[config.mk]
export PLATFORM = sky130hd
export DESIGN_NAME = stream_downsize_flat
export DESIGN_NICKNAME = d
export VERILOG_FILES = /design/src/rtl/stream_pkg.sv /design/src/rtl/stream_downsize_if.sv /design/src/rtl/stream_lane_pick.sv /design/src/rtl/stream_downsize.sv /design/src/flat_wrapper.sv
export SDC_FILE = /design/constraint.sdc
export NUM_CORES = 1
export LEC_CHECK = 0
export ABC_CLOCK_PERIOD_IN_PS = 2650
export BUFFER_PORTS_ARGS = -buffer_cell sky130_fd_sc_hd__buf_2
export CAP_MARGIN = 20
export CORE_AREA = 2 2 39 41
export CTS_CLUSTER_SIZE = 12
export DETAILED_ROUTE_END_ITERATION = 10
export DIE_AREA = 0 0 41 43
export GPL_ROUTABILITY_DRIVEN = 1
export PLACE_DENSITY = 0.78
export SYNTH_ARGS = -nofsm -noshare
export SYNTH_HDL_FRONTEND = slang
export SYNTH_SLANG_ARGS = --single-unit
[constraint.sdc]
create_clock -name clk -period 2.65 [get_ports clk]
set_clock_uncertainty 0.1 [all_clocks]
set_input_delay 0.53 -clock clk [delete_from_list [all_inputs] [get_ports clk]]
set_output_delay 0.53 -clock clk [all_outputs]
set_load 0.03 [all_outputs]
[src/rtl/stream_pkg.sv]
// Shared types and helpers for lane-based stream blocks.
package stream_pkg;

    typedef enum logic {StIdle, StSend} state_e;

    // Widest lane mask the helper below can scan.
    localparam int unsigned MaxLanes = 64;

    function automatic int unsigned lowest_set(input logic [MaxLanes-1:0] mask);
        logic found;
        lowest_set = 0;
        found      = 1'b0;
        for (int unsigned i = 0; i < MaxLanes; i++) begin
            if (mask[i] && !found) begin
                lowest_set = i;
                found      = 1'b1;
            end
        end
    endfunction

endpackage

[src/rtl/stream_downsize_if.sv]
// Handshake bundle for stream_downsize: wide input beat side (s_*) and narrow output side (m_*).
interface stream_downsize_if #(
    parameter int unsigned T_DATA_WIDTH = 4,
    parameter int unsigned T_DATA_RATIO = 2
);
    logic [T_DATA_WIDTH-1:0] s_data_i [T_DATA_RATIO];
    logic [T_DATA_RATIO-1:0] s_keep_i;
    logic                    s_last_i;
    logic                    s_valid_i;
    logic                    s_ready_o;
    logic [T_DATA_WIDTH-1:0] m_data_o;
    logic                    m_last_o;
    logic                    m_valid_o;
    logic                    m_ready_i;

    // slave: the converter itself; master: the source/consumer environment around it.
    modport slave (
        input  s_data_i, s_keep_i, s_last_i, s_valid_i, m_ready_i,
        output s_ready_o, m_data_o, m_last_o, m_valid_o
    );
    modport master (
        output s_data_i, s_keep_i, s_last_i, s_valid_i, m_ready_i,
        input  s_ready_o, m_data_o, m_last_o, m_valid_o
    );
endinterface

[src/rtl/stream_lane_pick.sv]
// Priority encoder over a remaining-lane mask: lowest set lane and whether it is the only one.
module stream_lane_pick
    import stream_pkg::*;
#(
    parameter int unsigned Ratio = 2,
    localparam int unsigned IdxW = $clog2(Ratio)
) (
    input  logic [Ratio-1:0] rem_i,
    output logic [IdxW-1:0]  idx_o,
    output logic             last_lane_o
);
    logic [MaxLanes-1:0] mask_ext;

    always_comb begin
        mask_ext    = MaxLanes'(rem_i);
        idx_o       = IdxW'(lowest_set(mask_ext));
        last_lane_o = $onehot(rem_i);
    end
endmodule

[src/rtl/stream_downsize.sv]
// Wide-to-narrow stream converter: emits kept lanes of each beat lowest index first.
// Optional STREAM_DOWNSIZE_BYPASS_EN loads the next beat on the final word's handshake.
module stream_downsize
    import stream_pkg::*;
#(
    parameter int unsigned T_DATA_WIDTH = 4,
    parameter int unsigned T_DATA_RATIO = 2
) (
    input logic              clk,
    input logic              rst_n,
    stream_downsize_if.slave bus
);
    localparam int unsigned IdxW = $clog2(T_DATA_RATIO);

    state_e                  state_q, state_d;
    logic [T_DATA_WIDTH-1:0] data_q [T_DATA_RATIO];
    logic [T_DATA_WIDTH-1:0] data_d [T_DATA_RATIO];
    logic [T_DATA_RATIO-1:0] rem_q, rem_d;
    logic                    last_q, last_d;

    logic [IdxW-1:0] idx;
    logic            last_lane;
    logic            sending;
    logic            s_ready;
    logic            load;

    stream_lane_pick #(
        .Ratio (T_DATA_RATIO)
    ) u_lane_pick (
        .rem_i       (rem_q),
        .idx_o       (idx),
        .last_lane_o (last_lane)
    );

    always_ff @(posedge clk or negedge rst_n) begin
        if (!rst_n) begin
            state_q <= StIdle;
            data_q  <= '{default: '0};
            rem_q   <= '0;
            last_q  <= 1'b0;
        end else begin
            state_q <= state_d;
            data_q  <= data_d;
            rem_q   <= rem_d;
            last_q  <= last_d;
        end
    end

    always_comb begin
        state_d = state_q;
        data_d  = data_q;
        rem_d   = rem_q;
        last_d  = last_q;
        sending = (state_q == StSend);
        s_ready = (state_q == StIdle);
`ifdef STREAM_DOWNSIZE_BYPASS_EN
        s_ready = s_ready | (sending & last_lane & bus.m_ready_i);
`endif
        load = bus.s_valid_i & s_ready;

        unique case (state_q)
            StIdle: ;
            StSend: begin
                if (bus.m_ready_i) begin
                    rem_d[idx] = 1'b0;
                    if (last_lane) state_d = StIdle;
                end
            end
        endcase

        // A load only occurs where the FSM would otherwise sit in IDLE, so it simply overrides.
        if (load) begin
            data_d  = bus.s_data_i;
            rem_d   = bus.s_keep_i;
            last_d  = bus.s_last_i;
            state_d = (|bus.s_keep_i) ? StSend : StIdle;
        end
    end

    assign bus.s_ready_o = s_ready;
    assign bus.m_valid_o = sending;
    assign bus.m_data_o  = sending ? data_q[idx] : '0;
    assign bus.m_last_o  = sending & last_q & last_lane;
endmodule

[src/flat_wrapper.sv]
// flat-port wrapper written by rule: the top's interface ports become plain ports
module stream_downsize_flat import stream_pkg::*;
#(
    parameter int unsigned T_DATA_WIDTH = 4,
    parameter int unsigned T_DATA_RATIO = 2
)
  (clk, rst_n, bus_s_data_i, bus_s_keep_i, bus_s_last_i, bus_s_valid_i, bus_m_ready_i, bus_s_ready_o, bus_m_data_o, bus_m_last_o, bus_m_valid_o);
  stream_downsize_if #(.T_DATA_WIDTH(T_DATA_WIDTH), .T_DATA_RATIO(T_DATA_RATIO)) bus_i ();
  input logic clk;
  input logic rst_n;
  input wire logic [$bits(bus_i.s_data_i)-1:0] bus_s_data_i;
  input wire logic [$bits(bus_i.s_keep_i)-1:0] bus_s_keep_i;
  input wire logic [$bits(bus_i.s_last_i)-1:0] bus_s_last_i;
  input wire logic [$bits(bus_i.s_valid_i)-1:0] bus_s_valid_i;
  input wire logic [$bits(bus_i.m_ready_i)-1:0] bus_m_ready_i;
  output wire logic [$bits(bus_i.s_ready_o)-1:0] bus_s_ready_o;
  output wire logic [$bits(bus_i.m_data_o)-1:0] bus_m_data_o;
  output wire logic [$bits(bus_i.m_last_o)-1:0] bus_m_last_o;
  output wire logic [$bits(bus_i.m_valid_o)-1:0] bus_m_valid_o;
  assign bus_i.s_data_i = {>>{bus_s_data_i}};
  assign bus_i.s_keep_i = bus_s_keep_i;
  assign bus_i.s_last_i = bus_s_last_i;
  assign bus_i.s_valid_i = bus_s_valid_i;
  assign bus_i.m_ready_i = bus_m_ready_i;
  assign bus_s_ready_o = bus_i.s_ready_o;
  assign bus_m_data_o = bus_i.m_data_o;
  assign bus_m_last_o = bus_i.m_last_o;
  assign bus_m_valid_o = bus_i.m_valid_o;
  stream_downsize #(.T_DATA_WIDTH(T_DATA_WIDTH), .T_DATA_RATIO(T_DATA_RATIO)) u_core (.clk(clk), .rst_n(rst_n), .bus(bus_i));
endmodule
==> results.cfg, run 1 <==
[worst_setup_path]
crit_family = flip-flops
required_ns = 2.02
critical_path_buf_inv_count = 2
crit_fanout = 5
slowest_delay_ns = 0.42
crit_chain = inv_1 -> ha_1 -> mux2i_1 -> nor2_1 -> buf_2
end_kind = output port
worstSetupPathType = reg2out
crit-reg2reg-launch = u_core.bus.m_valid_o$_DFF_PN0_
start_kind = flop
arrival_ns = 1.51
slowest_stage = dfrtp_1
reg2reg_depth = 2
r2r_setup_slack_ns = 1.25
r2r-end = u_core.data_q[3]$_DFFE_PN0P_

[pwr]
p_total_uw = 904
power_per_cell_area_nw_per_um2 = 1160
vdd_ir_drop_max_mv = 0.661
power.leakage_uw = 0.000407

[min_path]
hold_path_class = in2async

[detailed_routing]
drt_iter0_drc = 7
routed_wl_um = 1090
via_count = 433
drc_errors = 0
detail-route-antenna-nets = 0
drt-vias-per-instance = 4.98
wire_per_inst_um = 12.5
drt_first_pass_iters = 4

[yosys]
netlist_area_um2 = 651
avgSynthCellArea_um2 = 13.3
synth_seq_cells = 12
yosys.cell_types.count = 15
synth_nets = 66
seq_area_frac_synth_pct = 46.2
yosysWarnings = 0
syn_inst = 49

[sta]
max_freq_mhz = 467
finalCriticalPeriod_ns = 2.14
tightest_slew_ns = 0.374
rsz0062_at_grt = no
drv_slew = 0
relSlewSlack_pct = 75.0
setup_violations = 0
hold_viol = 0
fin_setup_tns_ns = 0
period_share_pct = 80.7
hold_ws_ns = 0.0182

[layout]
fill_cells = 115
diodes = 0
area_growth_pct = 19.8
nets = 89
drive_above_1_share_pct = 49.3

[placement]
hpwl_um = 854
numPortBuffers = 21
gp_congestion = 0.721

[clock_network]
cts-root-buf = clkbuf_4
clock_path_buffers = 2
worstSkewPairLatency_ns = 0.27
clock-sinks = 12
postCtsHoldBufs = 0
cts-buffers-inserted = 3
clkTransAtPathRegs_ns = 0.08
cts_resized = 0
cts_tree = built
postCtsSetupBuffers = 0
cts_max_level = 1

[floorplan]
die_w_um = 41
start_util_pct = 47.0
die-area_um2 = 1760
core-area_um2 = 1380
fp-row-count = 14
die_h_um = 43
pin_count = 22

[global_routing]
overflow = 0
antenna_found_initial = 0
grt_max_degree = 13
grt_first_pass_wirelength_um = 1760
grt_pass1_vias = 443
grt_usage_pct = 15.7

[job]
max-cap-violations = 0

[outcome]
outcome = finished, final reports clean
-- routing by layer --
metal | vias to the layer above | global-route usage (%) | routed length, um
met5 | - | 0 | 0
met4 | 0 | 12.0 | 0
met1 | 215 | 17.8 | 445
li1 | 210 | - | -
met3 | 0 | 1.57 | 29
met2 | 8 | 25.0 | 613
-- cell type report --
type,instances,area (um2),area share [%]
flip-flops and latches,12,300,38.5
repair buffers,21,105,13.5
multi-input cells,32,310,39.8
inverters,2,7.51,0.963
clock buffers,4,36.3,4.65
well taps,16,20.0,2.57
-- worst max-delay path by stage --
| stage | slack [ns] | endpoint | depth (start not counted) | from |
|---|---|---|---|---|
| after global placement | 0.83 | bus_m_data_o[1] | 5 | u_core.rem_q[0]$_DFFE_PN0P_ |
| after global routing | 0.38 | bus_m_data_o[0] | 5 | u_core.rem_q[0]$_DFFE_PN0P_ |
| after floorplan | 0.66 | bus_m_data_o[0] | 3 | u_core.bus.m_valid_o$_DFF_PN0_ |
| after CTS | 0.50 | bus_m_data_o[1] | 5 | u_core.rem_q[0]$_DFFE_PN0P_ |
| after detailed placement | 0.81 | bus_m_data_o[1] | 5 | u_core.rem_q[0]$_DFFE_PN0P_ |
| final | 0.51 | bus_m_data_o[1] | 5 | u_core.rem_q[0]$_DFFE_PN0P_ |
-- logic make-up after synthesis --
logic type / count (synthesis) / share of synthesized area (%)
AO/OA/AOI/OAI: 3 / 3.08
adder cells (fa/ha/maj): 2 / 3.85
buffers and inverters: 5 / 6.15
flip-flops: 12 / 46.2
multiplexers: 17 / 33.1
AND/OR/NAND/NOR: 10 / 7.69
-- registers in the layout (all words and copies together), names as in the netlist --
register and count:
u_core.last_q 1, u_core.rem_q 2, u_core.data_q 8, u_core.bus.m_valid_o 1
-- where the power goes --
| part | internal, uW | total (uW) | switching, uW |
|---|---|---|---|
| registers | 267 | 328 | 60.8 |
| clock network | 83.5 | 147 | 63.2 |
| logic | 206 | 430 | 224 |
-- placed cells by master, fill, tap and decap left out --
| master | instances |
|---|---|
| nor2_1 | 5 |
| mux2_4 | 9 |
| inv_1 | 2 |
| ha_1 | 2 |
| clkbuf_4 | 3 |
| nor2b_4 | 1 |
| o21ai_0 | 1 |
| buf_2 | 21 |
| a2bb2oi_1 | 1 |
| nand2_1 | 3 |
| o22ai_1 | 1 |
| nor2b_1 | 1 |
| mux2i_1 | 8 |
| clkbuf_8 | 1 |
| dfrtp_1 | 12 |
-- synth_stat cells --
master	instances	share of area (%)
a2bb2oi_1	1	1.3
buf_12	1	3.1
buf_2	1	0.77
buf_4	1	1.2
dfrtp_1	12	46
ha_1	2	3.8
inv_1	2	1.2
mux2_4	9	21
mux2i_1	8	12
nand2_1	3	1.7
nor2_1	5	2.9
nor2b_1	1	0.96
nor2b_4	1	2.1
o21ai_0	1	0.77
o22ai_1	1	0.96
-- per-stage QoR --
| step | utilization [%] | area (um2) | worst slack (ns) | instances |
|---|---|---|---|---|
| 2_1_floorplan | - | 651 | 0.663 | 49 |
| 3_3_place_gp | 53.7 | 743 | 0.833 | 83 |
| 3_5_place_dp | 53.7 | 743 | 0.809 | 83 |
| 4_1_cts | 56.3 | 779 | 0.499 | 87 |
| 5_1_grt | 56.3 | 779 | 0.380 | 87 |
| 6_report | 56.3 | 779 | 0.510 | 87 |
-- worst reg2reg max path, stage by stage, from the launching register on --
cell and delay [ns]:
dfrtp_1 0.48, nor2b_4 0.37, mux2_4 0.34
Power figures use the tool's default switching activity.
==> inputs of run 2 (changes only) <==
Settings changed: ABC_CLOCK_PERIOD_IN_PS 2650 to 1700, CORE_AREA 2 2 39 41 to not set, CORE_MARGIN set to 2, CORE_UTILIZATION set to 42, DIE_AREA 0 0 41 43 to not set, PLACE_DENSITY 0.78 to 0.71.
Clock period 2.65 ns to 1.7 ns, I/O delays scaled along.
==> run 2 against run 1 <==
Net effect:
- the flow now finishes with violations (negative setup slack)
- sequential power is 56% higher
- non-clock buffer count is 4 higher
- via count is 2.5% higher
- first-iteration DRC count stayed put
- largest cell class unchanged
==> results.cfg, run 2 (synthesized netlist as in run 1, its figures left out) <==
[outcome]
outcome = finished, violations left
violations = negative setup slack

[worst_setup_path]
worstSetupPathType = reg2out
crit_chain = inv_2 -> ha_4 -> mux2i_1 -> nor2_1 -> buf_4
reg2reg_depth = 2
r2r-end = u_core.data_q[6]$_DFFE_PN0P_
arrival_ns = 1.33
crit-reg2reg-launch = u_core.bus.m_valid_o$_DFF_PN0_
r2r_setup_slack_ns = 0.32
crit_fanout = 5
end_kind = output port
required_ns = 1.26
start_kind = flop
slowest_stage = dfrtp_1
slowest_delay_ns = 0.40

[sta]
relSlewSlack_pct = 74.1
hold_viol = 0
hold_ws_ns = 0.198
setup_slack_ns = -0.0741
drv_slew = 0
period_share_pct = 104
finalCriticalPeriod_ns = 1.77
rsz0062_at_grt = yes
tightest_slew_ns = 0.387
max_freq_mhz = 564
setup_violations = 4

[floorplan]
start_util_pct = 44.2
die_h_um = 43.4
die_w_um = 43.4
core-area_um2 = 1470
pin_count = 22
die-area_um2 = 1880
fp-row-count = 14

[clock_network]
cts-root-buf = clkbuf_4
clock-sinks = 12
cts-buffers-inserted = 3
clkTransAtPathRegs_ns = 0.07
clock_path_buffers = 2
worstSkewPairLatency_ns = 0.26
cts_tree = built
cts_max_level = 1

[layout]
largest_register_ffs = 8
diodes = 0
drive_above_1_share_pct = 54.1
regMostFlops = u_core.data_q
multi_input_area_um2 = 323
fill_cells = 139
design_area_um2 = 822
top_regs = u_core.data_q x8, u_core.rem_q x2
stdcell_count = 90
final-seq-area_um2 = 302
nets = 93
mostFrequentLayoutCell = buf_2
area_growth_pct = 26.3
layout_common_cells = 17 x buf_2, 11 x dfrtp_1, 9 x mux2_4

[pwr]
power.leakage_uw = 0.000422
p_seq_share_pct = 35.1
p_total_uw = 1460
vdd_ir_drop_max_mv = 0.850
power_per_cell_area_nw_per_um2 = 1780
p_int_uw = 905
p_clk_share_pct = 11.6
power_switching_uw = 556
p_sw_share_pct = 38.1
combPwrFrac_pct = 53.3

[min_path]
min_to = u_core.data_q[7]$_DFFE_PN0P_
whs_path_depth = 2
min_from = bus_s_data_i[7]
hold_path_class = in2reg

[placement]
numPortBuffers = 21
gp_congestion = 0.688
dpl.cell_count = 83
placed_area_um2 = 743

[detailed_routing]
drc_errors = 0
via_count = 444
drt_iter0_drc = 7
detail-route-antenna-nets = 0
wire_per_inst_um = 12.7
routed_wl_um = 1140
drt-vias-per-instance = 4.93
drt_first_pass_iters = 2

[global_routing]
overflow = 0
grt_usage_pct = 13.9
grt_max_degree = 13
antenna_found_initial = 0
grt_pass1_vias = 428
grt_first_pass_wirelength_um = 1850

[job]
max-cap-violations = 0
[run 2: changes by cell type in the layout (fill, tap and decap cells not counted), sizes merged]
cell	before	now
clkbuf	4	3
dlygate4sd3	0	1
buf	21	24
[run 2: cell type report]
cell class	count	area share [%]
Sequential cell	12	36.7
Multi-Input combinational cell	32	39.3
Clock buffer	3	2.74
Tap cell	16	2.44
Timing Repair Buffer	25	18.0
Inverter	2	0.913
[run 2: worst max-delay path: cells and delay by family (launching register included)]
family,cells,cell delay [ns]
and+or+nand+nor,1,0.07
DFF,1,0.40
muxes,1,0.18
buffers and inverters,2,0.25
adders and majority gates,1,0.17
[run 2: power groups by stage]
stage / clock [uW] / combinational [uW] / sequential [uW]
after floorplan: 0 / 557 / 491
after global placement: 0 / 666 / 514
after detailed placement: 0 / 672 / 519
after CTS: 180 / 772 / 510
after global routing: 196 / 835 / 527
final: 170 / 778 / 513
[run 2: how the worst max path moves through the flow]
stage / cells after the start / slack [ns] / startpoint / to
after global placement: 5 / 0.07 / u_core.rem_q[0]$_DFFE_PN0P_ / bus_m_data_o[2]
after CTS: 5 / -0.07 / u_core.rem_q[0]$_DFFE_PN0P_ / bus_m_data_o[2]
after floorplan: 3 / -0.1 / u_core.bus.m_valid_o$_DFF_PN0_ / bus_m_data_o[0]
final: 5 / -0.07 / u_core.rem_q[0]$_DFFE_PN0P_ / bus_m_data_o[1]
after global routing: 5 / -0.14 / u_core.rem_q[0]$_DFFE_PN0P_ / bus_m_data_o[0]
after detailed placement: 5 / 0.05 / u_core.rem_q[0]$_DFFE_PN0P_ / bus_m_data_o[2]
[run 2: routing by layer]
| layer | GRT usage [%] | part of all wire [%] | vias to the layer above |
|---|---|---|---|
| met5 | 0 | 0 | - |
| met4 | 7.27 | 0.35 | 0 |
| met3 | 5.00 | 3.7 | 2 |
| met2 | 22.7 | 52 | 9 |
| met1 | 15.9 | 44 | 214 |
| li1 | - | - | 219 |
[run 2: repair_timing]
action,4_1_cts,5_1_grt
endpoints found under the setup margin,5,6
pin swaps,1,2
gates cloned,0,0
hold endpoints to repair,12,0
hold buffers,1,0
buffers inserted,2,1
gates resized for setup,7,1
[run 2: per-stage QoR]
step	setup TNS [ns]	util (%)	setup WS [ns]
final	-0.274	55.9	-0.0741
after global routing	-0.570	55.9	-0.144
after CTS	-0.265	55.3	-0.0702
after detailed placement	0	50.5	0.0486
after global placement	0	50.5	0.0660
after floorplan	-0.389	-	-0.0972
==> inputs of run 3 (changes only) <==
Settings changed: PLACE_DENSITY 0.71 to 0.72, SYNTH_HIERARCHICAL set to 1.
==> run 3 against run 2 <==
Net effect:
- the flow still finishes with violations (negative setup slack)
- global-route usage up 2.0 points
- via count increased by 2.0%
- largest cell class is now sequential cells
- clock power hardly changed
- wire length up 9.4%
- fmax decreased by 1.4%
- register-to-register slack better by 0.02 ns
- critical path type unchanged
- die area fell by 5.1%
- non-clock buffer count is 1 higher
- final area down 1.1%
- synthesized cell count fell by 2.0%
==> results.cfg, run 3 <==
[pwr]
vdd_ir_drop_max_mv = 1.05
p_sw_share_pct = 40.0
combPwrFrac_pct = 58.0
power.leakage_uw = 0.000419
p_int_uw = 1000
power_per_cell_area_nw_per_um2 = 2050
p_total_uw = 1670
p_seq_share_pct = 31.8
power_switching_uw = 666
p_clk_share_pct = 10.3

[clock_network]
clkTransAtPathRegs_ns = 0.08
worstSkewPairLatency_ns = 0.26
cts_max_level = 1
cts-buffers-inserted = 3
cts-root-buf = clkbuf_4
cts_tree = built
clock_path_buffers = 2
clock-sinks = 12

[outcome]
violations = negative setup slack
outcome = finished, violations left

[worst_setup_path]
worstSetupPathType = reg2out
end_kind = output port
required_ns = 1.26
crit-reg2reg-launch = u_core/bus.m_valid_o$_DFF_PN0_
arrival_ns = 1.36
critical_path_buf_inv_count = 2
slowest_stage = dfrtp_1
reg2reg_depth = 3
start_kind = flop
r2r_setup_slack_ns = 0.34
r2r-end = u_core/data_q[2]$_DFFE_PN0P_
crit_fanout = 6
crit_chain = inv_2 -> ha_4 -> mux2i_1 -> nor2_1 -> buf_4
crit_family = flip-flops
slowest_delay_ns = 0.39

[global_routing]
use_met3_pct = 4.31
met1_usage_pct = 19.0
grt_first_pass_wirelength_um = 2100
use_met2_pct = 26.2
overflow = 0
grt_pass1_vias = 495
top_usage_layer = met2
grt_usage_pct = 15.9
grt_max_degree = 13
antenna_found_initial = 0

[yosys]
yosysTopAreaCell = dfrtp_1
ys_async_sr_fraction_pct = 100
synth_top_area_share_pct = 48.9
yosys-top-cells-count = 12 x dfrtp_1, 9 x mux2_4, 6 x mux2i_1
netlist_area_um2 = 614
synth_edf_count = 0
synth_most_common_cell = dfrtp_1
seq_area_frac_synth_pct = 48.9
synthFlopType = dfrtp_1
avgSynthCellArea_um2 = 12.8
syn_inst = 48
synth_seq_cells = 12
synth_nets = 64
yosys.cell_types.count = 15
ys_top_cells_by_area = dfrtp_1 49%, mux2_4 22%, mux2i_1 9.8%
yosysWarnings = 6

[detailed_routing]
drc_errors = 0
drt_first_pass_iters = 4
detail-route-antenna-nets = 0
drt-vias-per-instance = 5.03
routed_wl_um = 1250
drt_iter0_drc = 6
wire_per_inst_um = 13.8
via_count = 453

[layout]
area_growth_pct = 32.4
regMostFlops = u_core/data_q
diodes = 0
nets = 93
fill_cells = 114
drive_above_1_share_pct = 56.0
top_regs = u_core/data_q x8, u_core/rem_q x2
largest_register_ffs = 8
design_area_um2 = 813
layout_common_cells = 16 x buf_2, 12 x dfrtp_1, 9 x mux2_4
mostFrequentLayoutCell = buf_2

[job]
max-cap-violations = 0

[sta]
max_freq_mhz = 556
hold_ws_ns = 0.201
tightest_slew_ns = 0.272
setup_violations = 5
hold_viol = 0
fin_setup_tns_ns = -0.356
relSlewSlack_pct = 81.8
setup_slack_ns = -0.0987
rsz0062_at_grt = yes
finalCriticalPeriod_ns = 1.80
period_share_pct = 106
drv_slew = 0

[placement]
numPortBuffers = 21
placed_area_um2 = 729
gp_congestion = 0.681

[min_path]
min_to = u_core/last_q$_DFFE_PN0P_
min_from = bus_s_last_i
whs_path_depth = 2
hold_path_class = in2reg

[floorplan]
fp-row-count = 13
start_util_pct = 46.1
die_h_um = 42.2
core-area_um2 = 1330
die-area_um2 = 1780
pin_count = 22
die_w_um = 42.2
==> run 3: cell types whose count changed in the layout (fill, tap and decap cells not counted), moves of 2 or more <==
cell,before,now
nand2_1,3,1
inv_1,1,3
and3_2,0,2
mux2i_1,8,6
o21ai_0,1,3
==> run 3: cell families after synthesis <==
group,share of synthesized area [%]
AO/OA/AOI/OAI,4.48
adder cells (fa/ha/maj),2.04
buffers and inverters,5.09
flip-flops,48.9
multiplexers,31.8
AND/OR/NAND/NOR,7.74
==> run 3: per-layer routing <==
| layer | part of all wire (%) | up-vias |
|---|---|---|
| li1 | - | 221 |
| met2 | 48 | 15 |
| met5 | 0 | - |
| met4 | 0.56 | 0 |
| met1 | 47 | 215 |
| met3 | 4.3 | 2 |
==> run 3: how the worst max path moves through the flow <==
stage                                         from               to  cells past startpoint  slack, ns
finish                 u_core/rem_q[0]$_DFFE_PN0P_  bus_m_data_o[2]                      5       -0.1
global route           u_core/rem_q[0]$_DFFE_PN0P_  bus_m_data_o[2]                      5      -0.16
CTS                    u_core/rem_q[0]$_DFFE_PN0P_  bus_m_data_o[1]                      5      -0.06
detailed placement     u_core/rem_q[0]$_DFFE_PN0P_  bus_m_data_o[1]                      5       0.03
global placement       u_core/rem_q[0]$_DFFE_PN0P_  bus_m_data_o[1]                      5       0.08
floorplan           u_core/bus.m_valid_o$_DFF_PN0_  bus_m_data_o[0]                      2      -0.11
==> run 3: power groups by stage <==
| stage | Clock, uW | Sequential (uW) | Combinational, uW |
|---|---|---|---|
| after floorplan | 0 | 519 | 621 |
| after global placement | 0 | 529 | 786 |
| after detailed placement | 0 | 533 | 802 |
| after CTS | 175 | 534 | 954 |
| after global routing | 188 | 549 | 1030 |
| final | 171 | 530 | 967 |
==> run 3: area by class of cell <==
type	instances	area, um2	share of cell area (%)
inverter	4	15.0	1.85
multi-input combinational	30	295	36.3
sequential	12	300	36.9
clock buffer	3	22.5	2.77
timing repair buffer	26	161	19.8
tap	15	18.8	2.31
==> run 3: worst register-to-register path: stages (launching register included) <==
cell and delay, ns:
dfrtp_1 0.47, nor2b_2 0.13, buf_4 0.21, mux2_4 0.33
==> run 3: repair_timing <==
item                                   in CTS  in global routing
setup buffers                               3                  0
setup endpoints to repair                   5                  5
pin swaps                                   1                  3
endpoints found under the hold margin      12                  0
resized for setup                           9                  0
hold buffers                                1                  0
cloned                                      0                  0
==> run 3: through the flow <==
step | instances | setup slack (ns) | util, %
6_report | 90 | -0.0987 | 61.0
5_1_grt | 90 | -0.156 | 61.0
3_3_place_gp | 83 | 0.0793 | 54.7
4_1_cts | 90 | -0.0637 | 61.0
3_5_place_dp | 83 | 0.0326 | 54.7
2_1_floorplan | 48 | -0.112 | -
